`src/rtl/ps2_receiver.sv`:
```
// PS/2 receive-only deserialiser: synchronises and deglitches the pad lines,
// then assembles start/8 data/odd parity/stop frames into one byte strobe each.
module ps2_receiver #(
  parameter int SYNC_STAGES    = 2,
  parameter int FILTER_LEN     = 8,
  parameter int TIMEOUT_CYCLES = 100000
) (
  input  logic       clk,
  input  logic       reset_n,
  input  logic       ps2_clk,
  input  logic       ps2_dat,
  output logic       key_en,
  output logic [7:0] key_data,
  output logic       parity_err,
  output logic       frame_err
);

  localparam int FW = $clog2(FILTER_LEN + 1);
  localparam int WW = $clog2(TIMEOUT_CYCLES + 1);

  typedef enum logic [1:0] {IDLE, DATA, PARITY, STOP} state_t;

  logic [SYNC_STAGES-1:0] clk_sync;
  logic [SYNC_STAGES-1:0] dat_sync;
  logic                   clk_s;
  logic                   dat_s;
  logic [FW-1:0]          filt_cnt;
  logic                   clk_filt;
  logic                   clk_filt_d;
  logic                   fall;

  state_t        state;
  logic [7:0]    sr;
  logic [2:0]    bit_cnt;
  logic          par;
  logic [WW-1:0] wd;

  // Everything resets to the idle-high line level so reset release cannot look like a fall.
  always_ff @(posedge clk or negedge reset_n) begin
    if (!reset_n) begin
      clk_sync <= '1;
      dat_sync <= '1;
    end else begin
      clk_sync <= {clk_sync[SYNC_STAGES-2:0], ps2_clk};
      dat_sync <= {dat_sync[SYNC_STAGES-2:0], ps2_dat};
    end
  end

  assign clk_s = clk_sync[SYNC_STAGES-1];
  assign dat_s = dat_sync[SYNC_STAGES-1];

  always_ff @(posedge clk or negedge reset_n) begin
    if (!reset_n) begin
      filt_cnt   <= '0;
      clk_filt   <= 1'b1;
      clk_filt_d <= 1'b1;
    end else begin
      clk_filt_d <= clk_filt;
      if (clk_s == clk_filt) begin
        filt_cnt <= '0;
      end else if (filt_cnt == FW'(FILTER_LEN - 1)) begin
        clk_filt <= clk_s;
        filt_cnt <= '0;
      end else begin
        filt_cnt <= filt_cnt + 1'b1;
      end
    end
  end

  assign fall = clk_filt_d & ~clk_filt;

  always_ff @(posedge clk or negedge reset_n) begin
    if (!reset_n) begin
      state      <= IDLE;
      sr         <= 8'h00;
      bit_cnt    <= 3'd0;
      par        <= 1'b0;
      wd         <= '0;
      key_en     <= 1'b0;
      key_data   <= 8'h00;
      parity_err <= 1'b0;
      frame_err  <= 1'b0;
    end else begin
      key_en     <= 1'b0;
      parity_err <= 1'b0;
      frame_err  <= 1'b0;

      if (state == IDLE || fall) begin
        wd <= '0;
      end else if (wd != WW'(TIMEOUT_CYCLES)) begin
        wd <= wd + 1'b1;
      end

      case (state)
        IDLE: begin
          if (fall && !dat_s) begin
            state   <= DATA;
            bit_cnt <= 3'd0;
          end
        end
        DATA: begin
          if (fall) begin
            sr      <= {dat_s, sr[7:1]};
            bit_cnt <= bit_cnt + 3'd1;
            if (bit_cnt == 3'd7) state <= PARITY;
          end
        end
        PARITY: begin
          if (fall) begin
            par   <= dat_s;
            state <= STOP;
          end
        end
        STOP: begin
          if (fall) begin
            state <= IDLE;
            if (!dat_s) begin
              frame_err <= 1'b1;
            end else if ((^sr ^ par) == 1'b0) begin
              parity_err <= 1'b1;
            end else begin
              key_data <= sr;
              key_en   <= 1'b1;
            end
          end
        end
        default: state <= IDLE;
      endcase

      // Line went quiet mid-frame: abort; wd hits TIMEOUT_CYCLES-1 exactly TIMEOUT_CYCLES cycles after the last fall.
      if (state != IDLE && !fall && wd == WW'(TIMEOUT_CYCLES - 1)) begin
        frame_err <= 1'b1;
        state     <= IDLE;
      end
    end
  end

endmodule

```
`config.mk`:
```
export PLATFORM = sky130hd
export DESIGN_NAME = ps2_receiver
export DESIGN_NICKNAME = d
export VERILOG_FILES = /design/src/rtl/ps2_receiver.sv
export SDC_FILE = /design/constraint.sdc
export NUM_CORES = 1
export LEC_CHECK = 0
export ABC_AREA = 1
export BUFFER_PORTS_ARGS = -buffer_cell sky130_fd_sc_hd__buf_2
export CORE_MARGIN = 5
export CORE_UTILIZATION = 54
export DETAILED_ROUTE_END_ITERATION = 10
export GPL_TIMING_DRIVEN = 0
export PLACE_DENSITY = 0.84
export SLEW_MARGIN = 20
export SYNTH_ARGS = -nofsm -noshare
export SYNTH_HDL_FRONTEND = slang
export SYNTH_SLANG_ARGS = --single-unit
```
`constraint.sdc`:
```
create_clock -name clk -period 1.55 [get_ports clk]
set_input_delay 0.31 -clock clk [delete_from_list [all_inputs] [get_ports clk]]
set_output_delay 0.31 -clock clk [all_outputs]
set_load 0.005 [all_outputs]
```
==> flow_summary.rst <==
.. list-table::
   :header-rows: 1

   * - Metric
     - Value
   * - Total DRC errors in the routed layout
     - 0
   * - Routability Congestion
     - 0.8425
   * - Number of antenna repair diodes
     - 0
   * - Sequential group share of total power
     - 0.410
   * - Normalized max-slew margin
     - 0.5705
   * - Power share of the combinational group
     - 0.416
   * - Overall die width
     - 78.94 um
   * - CTS Buffer Depth
     - 2
   * - Initial antenna violation count
     - 0
   * - Count of placed standard cells including taps
     - 369
   * - Core outline area
     - 4661 um2
   * - Total via count after detailed routing
     - 2,076
   * - CTS tree
     - done
   * - Required time of the critical path
     - 1740 ps
   * - Total number of nets in the final design
     - 352
   * - Met3 Wirelength
     - 192 um
   * - Estimated wirelength of the detail-placed design
     - 3198 um
   * - Number of instances in the synthesized netlist
     - 301
   * - Biggest area contributors in the synthesized netlist
     - sky130_fd_sc_hd__dfrtp_1, sky130_fd_sc_hd__nand2_1, sky130_fd_sc_hd__dfstp_2
   * - CP startpoint kind
     - register
   * - Die Ht
     - 78.94 um
   * - Proportion of layout cells with a drive suffix above 1
     - 0.2625
   * - Fill cell count
     - 356
   * - Internal Power
     - 0.002567 W
   * - Unrepaired setup endpoints after global routing
     - yes
   * - Count of placed standard cells in the final layout, fillers left out
     - 393
   * - Post-synthesis cell area
     - 2566 um2
   * - Reg area
     - 1311 um2
   * - Highest clock rate
     - 664.7 MHz
   * - # hold bufs at CTS
     - 0
   * - Kind of capture point of the worst setup path
     - register
   * - Worst endpoint data arrival time
     - 1690 ps
   * - Final hold violation count
     - 0
   * - Class of the tightest hold or removal check
     - primary input to asynchronous set/reset pin
   * - Switching power share of the total
     - 0.4043
   * - Number of global-route vias before repair
     - 1,933
   * - Cell Area, Placed
     - 2706 um2
   * - Worst clock skew
     - 5.105 ps
   * - Fraction of power consumed by the clock network
     - 0.174
   * - Most frequent standard cell in the layout excluding fill and tap cells
     - sky130_fd_sc_hd__nand2_1
   * - Tightest Pin Transition
     - 644.2 ps
   * - Cell leakage power
     - 1.501 nW
   * - Result of the run
     - finished, final reports clean
   * - DR vias/cell
     - 5.282
   * - P&R area growth vs syn
     - 18.53%
   * - Finish-stage setup viols
     - 0
   * - Peak fanout along the critical path
     - 5
   * - Design Power
     - 0.004310 W
   * - Final core utilization
     - 0.6526
   * - Number of flip-flops and latches in the synthesized netlist
     - 52
   * - Clock transition at the registers of the reported paths
     - 90 ps
   * - Row Count
     - 25
   * - Initial cell density of the core
     - 0.5506
   * - Number of nets in the synthesized netlist
     - 315
   * - Share of the yosys chip area belonging to registers
     - 0.5100
   * - Pins Over Slew Limit
     - 0
   * - Number of routed nets with antenna violations
     - 0
   * - Total grt overflow
     - 0
   * - Met1 wire length
     - 2222 um
   * - Mapped Avg Cell Area
     - 8.526 um2
   * - Final clock period utilization by the worst path
     - 0.9706
   * - Top metal layer carrying routed signals
     - met4
   * - Pre-Repair DR Iteration Count
     - 4
   * - Yosys cell types
     - 30
   * - DR iter-0 viols
     - 162
   * - Level count of the clock H-tree
     - 2
   * - CTS root buffer
     - sky130_fd_sc_hd__clkbuf_8
   * - Maximum vdd ir drop
     - 0.5700 mV
   * - Min Tclk post-route
     - 1504 ps
   * - I/O Pins
     - 15
   * - Post-route cell area
     - 3042 um2
   * - Tot GR Track Use
     - 0.1614
   * - Insertion delay to the later sink of the worst-skew pair
     - 300 ps
   * - Multi-input combinational cell area
     - 1216 um2
   * - Critical path class
     - register to register
   * - TritonCTS Buffers
     - 5
   * - Wire length of the first global-routing pass
     - 8148 um
   * - Leading cell types in the layout, fill and taps excluded
     - sky130_fd_sc_hd__nand2_1, sky130_fd_sc_hd__dfrtp_1, sky130_fd_sc_hd__inv_1, sky130_fd_sc_hd__nor2_1, sky130_fd_sc_hd__buf_4
   * - Routed length on met2
     - 2556 um
   * - Power per Cell Area
     - 1417 nW/um2
   * - Average wire per cell in the routed design
     - 12.83 um
   * - Total Wirelength
     - 5044 um
   * - Net switching power
     - 0.001743 W
   * - Setup_tns
     - 0 ps
   * - Sink Count
     - 52
   * - Largest area contributor in the synthesized netlist
     - sky130_fd_sc_hd__dfrtp_1
   * - Pin count of the biggest net entering global routing
     - 53
   * - Count of port buffers added during placement
     - 14
   * - Total Die Area
     - 6231 um2
   * - Area share of the leading cell type in the synthesized netlist
     - 0.4486
   * - Max-cap viol count
     - 0
   * - Yosys warns
     - 0
==> critical path, cell delays in order, from the launching register on <==
cell                      delay [ps]
sky130_fd_sc_hd__dfrtp_1         420
sky130_fd_sc_hd__ha_2            220
sky130_fd_sc_hd__nand2_2          80
sky130_fd_sc_hd__inv_4            90
sky130_fd_sc_hd__nand2_4          70
sky130_fd_sc_hd__nor2_4           90
sky130_fd_sc_hd__nand3_2         110
sky130_fd_sc_hd__nand2_2         110
sky130_fd_sc_hd__nand2_2          70
sky130_fd_sc_hd__nand2_1          80
sky130_fd_sc_hd__o21ai_1          60
==> flip-flops by register name (all words and copies together), names as in the netlist <==
| register | count |
|---|---|
| wd | 17 |
| key_data | 8 |
| sr | 8 |
| filt_cnt | 4 |
| bit_cnt | 3 |
| clk_sync | 2 |
| dat_sync | 2 |
| state | 2 |
| clk_filt | 1 |
| clk_filt_d | 1 |
| frame_err | 1 |
| key_en | 1 |
| par | 1 |
| parity_err | 1 |
==> power by group through the flow <==
stage | Clock (W) | Sequential (W) | Combinational [W]
final | 0.000749 | 0.00177 | 0.00179
after CTS | 0.000758 | 0.00176 | 0.00145
after global routing | 0.000821 | 0.00180 | 0.00203
after floorplan | 0 | 0.00176 | 0.00111
after detailed placement | 0 | 0.00180 | 0.00137
after global placement | 0 | 0.00179 | 0.00131
==> what timing repair did <==
action,CTS,global route
resized for setup,3,43
pin swaps,0,13
setup endpoints to repair,17,33
cloned,0,1
setup buffers,2,13
==> synth_stat cells (all sizes together) <==
master / n
nand3b: 1
clkbuf: 2
xor2: 5
o21ai: 22
nand2: 73
xnor2: 2
mux2: 1
a21oi: 10
ha: 10
a211oi: 1
a22o: 2
nor3: 8
inv: 44
dfrtp: 46
o31ai: 1
dfstp: 6
o21a: 1
a22oi: 1
nor2: 37
nand4: 10
nand3: 15
a31oi: 3
==> routing by layer <==
metal | track usage | vias up
met3 | 0.03628 | 6
met1 | 0.2034 | 981
met4 | 0.05498 | 0
met5 | 0 | -
li1 | - | 1048
met2 | 0.2742 | 41
==> per-stage QoR <==
stage / hold WS, ps / setup slack [ps]
after floorplan: 14.41 / 108.4
after global placement: 346.0 / -39.97
after detailed placement: 346.8 / -69.65
after CTS: 52.32 / 10.13
after global routing: 72.94 / -54.34
final: 27.46 / 45.53
==> area by class of cell <==
cell class / count / area share
well taps: 54 / 0.02221
inverters: 44 / 0.05594
clock inverters: 1 / 0.001645
flip-flops and latches: 52 / 0.4311
plain buffers: 2 / 0.003291
clock buffers: 7 / 0.02509
multi-input cells: 204 / 0.3998
repair buffers: 29 / 0.06088
==> cells by family after synthesis <==
logic type	synth area share
AOI/OAI and AO/OA	0.08826
xor gates and xnor gates	0.02389
adders and majority gates	0.04876
buffers and inverters	0.06728
DFF	0.5100
muxes	0.004388
and+or+nand+nor	0.2574
==> worst paths after layout <==
path	startpoint	endpoint	slack, ps	depth (start not counted)
max	wd[0]	state[0]	50	10
min	reset_n	wd[2]	30	1
max reg2reg	wd[0]	state[0]	50	10
min reg2reg	dat_sync[0]	dat_sync[1]	360	0
max in group asynchronous	reset_n	sr[3]	1060	1
min in group clk	ps2_dat	dat_sync[0]	100	1
Note: power is estimated with default switching activity, not from simulation.
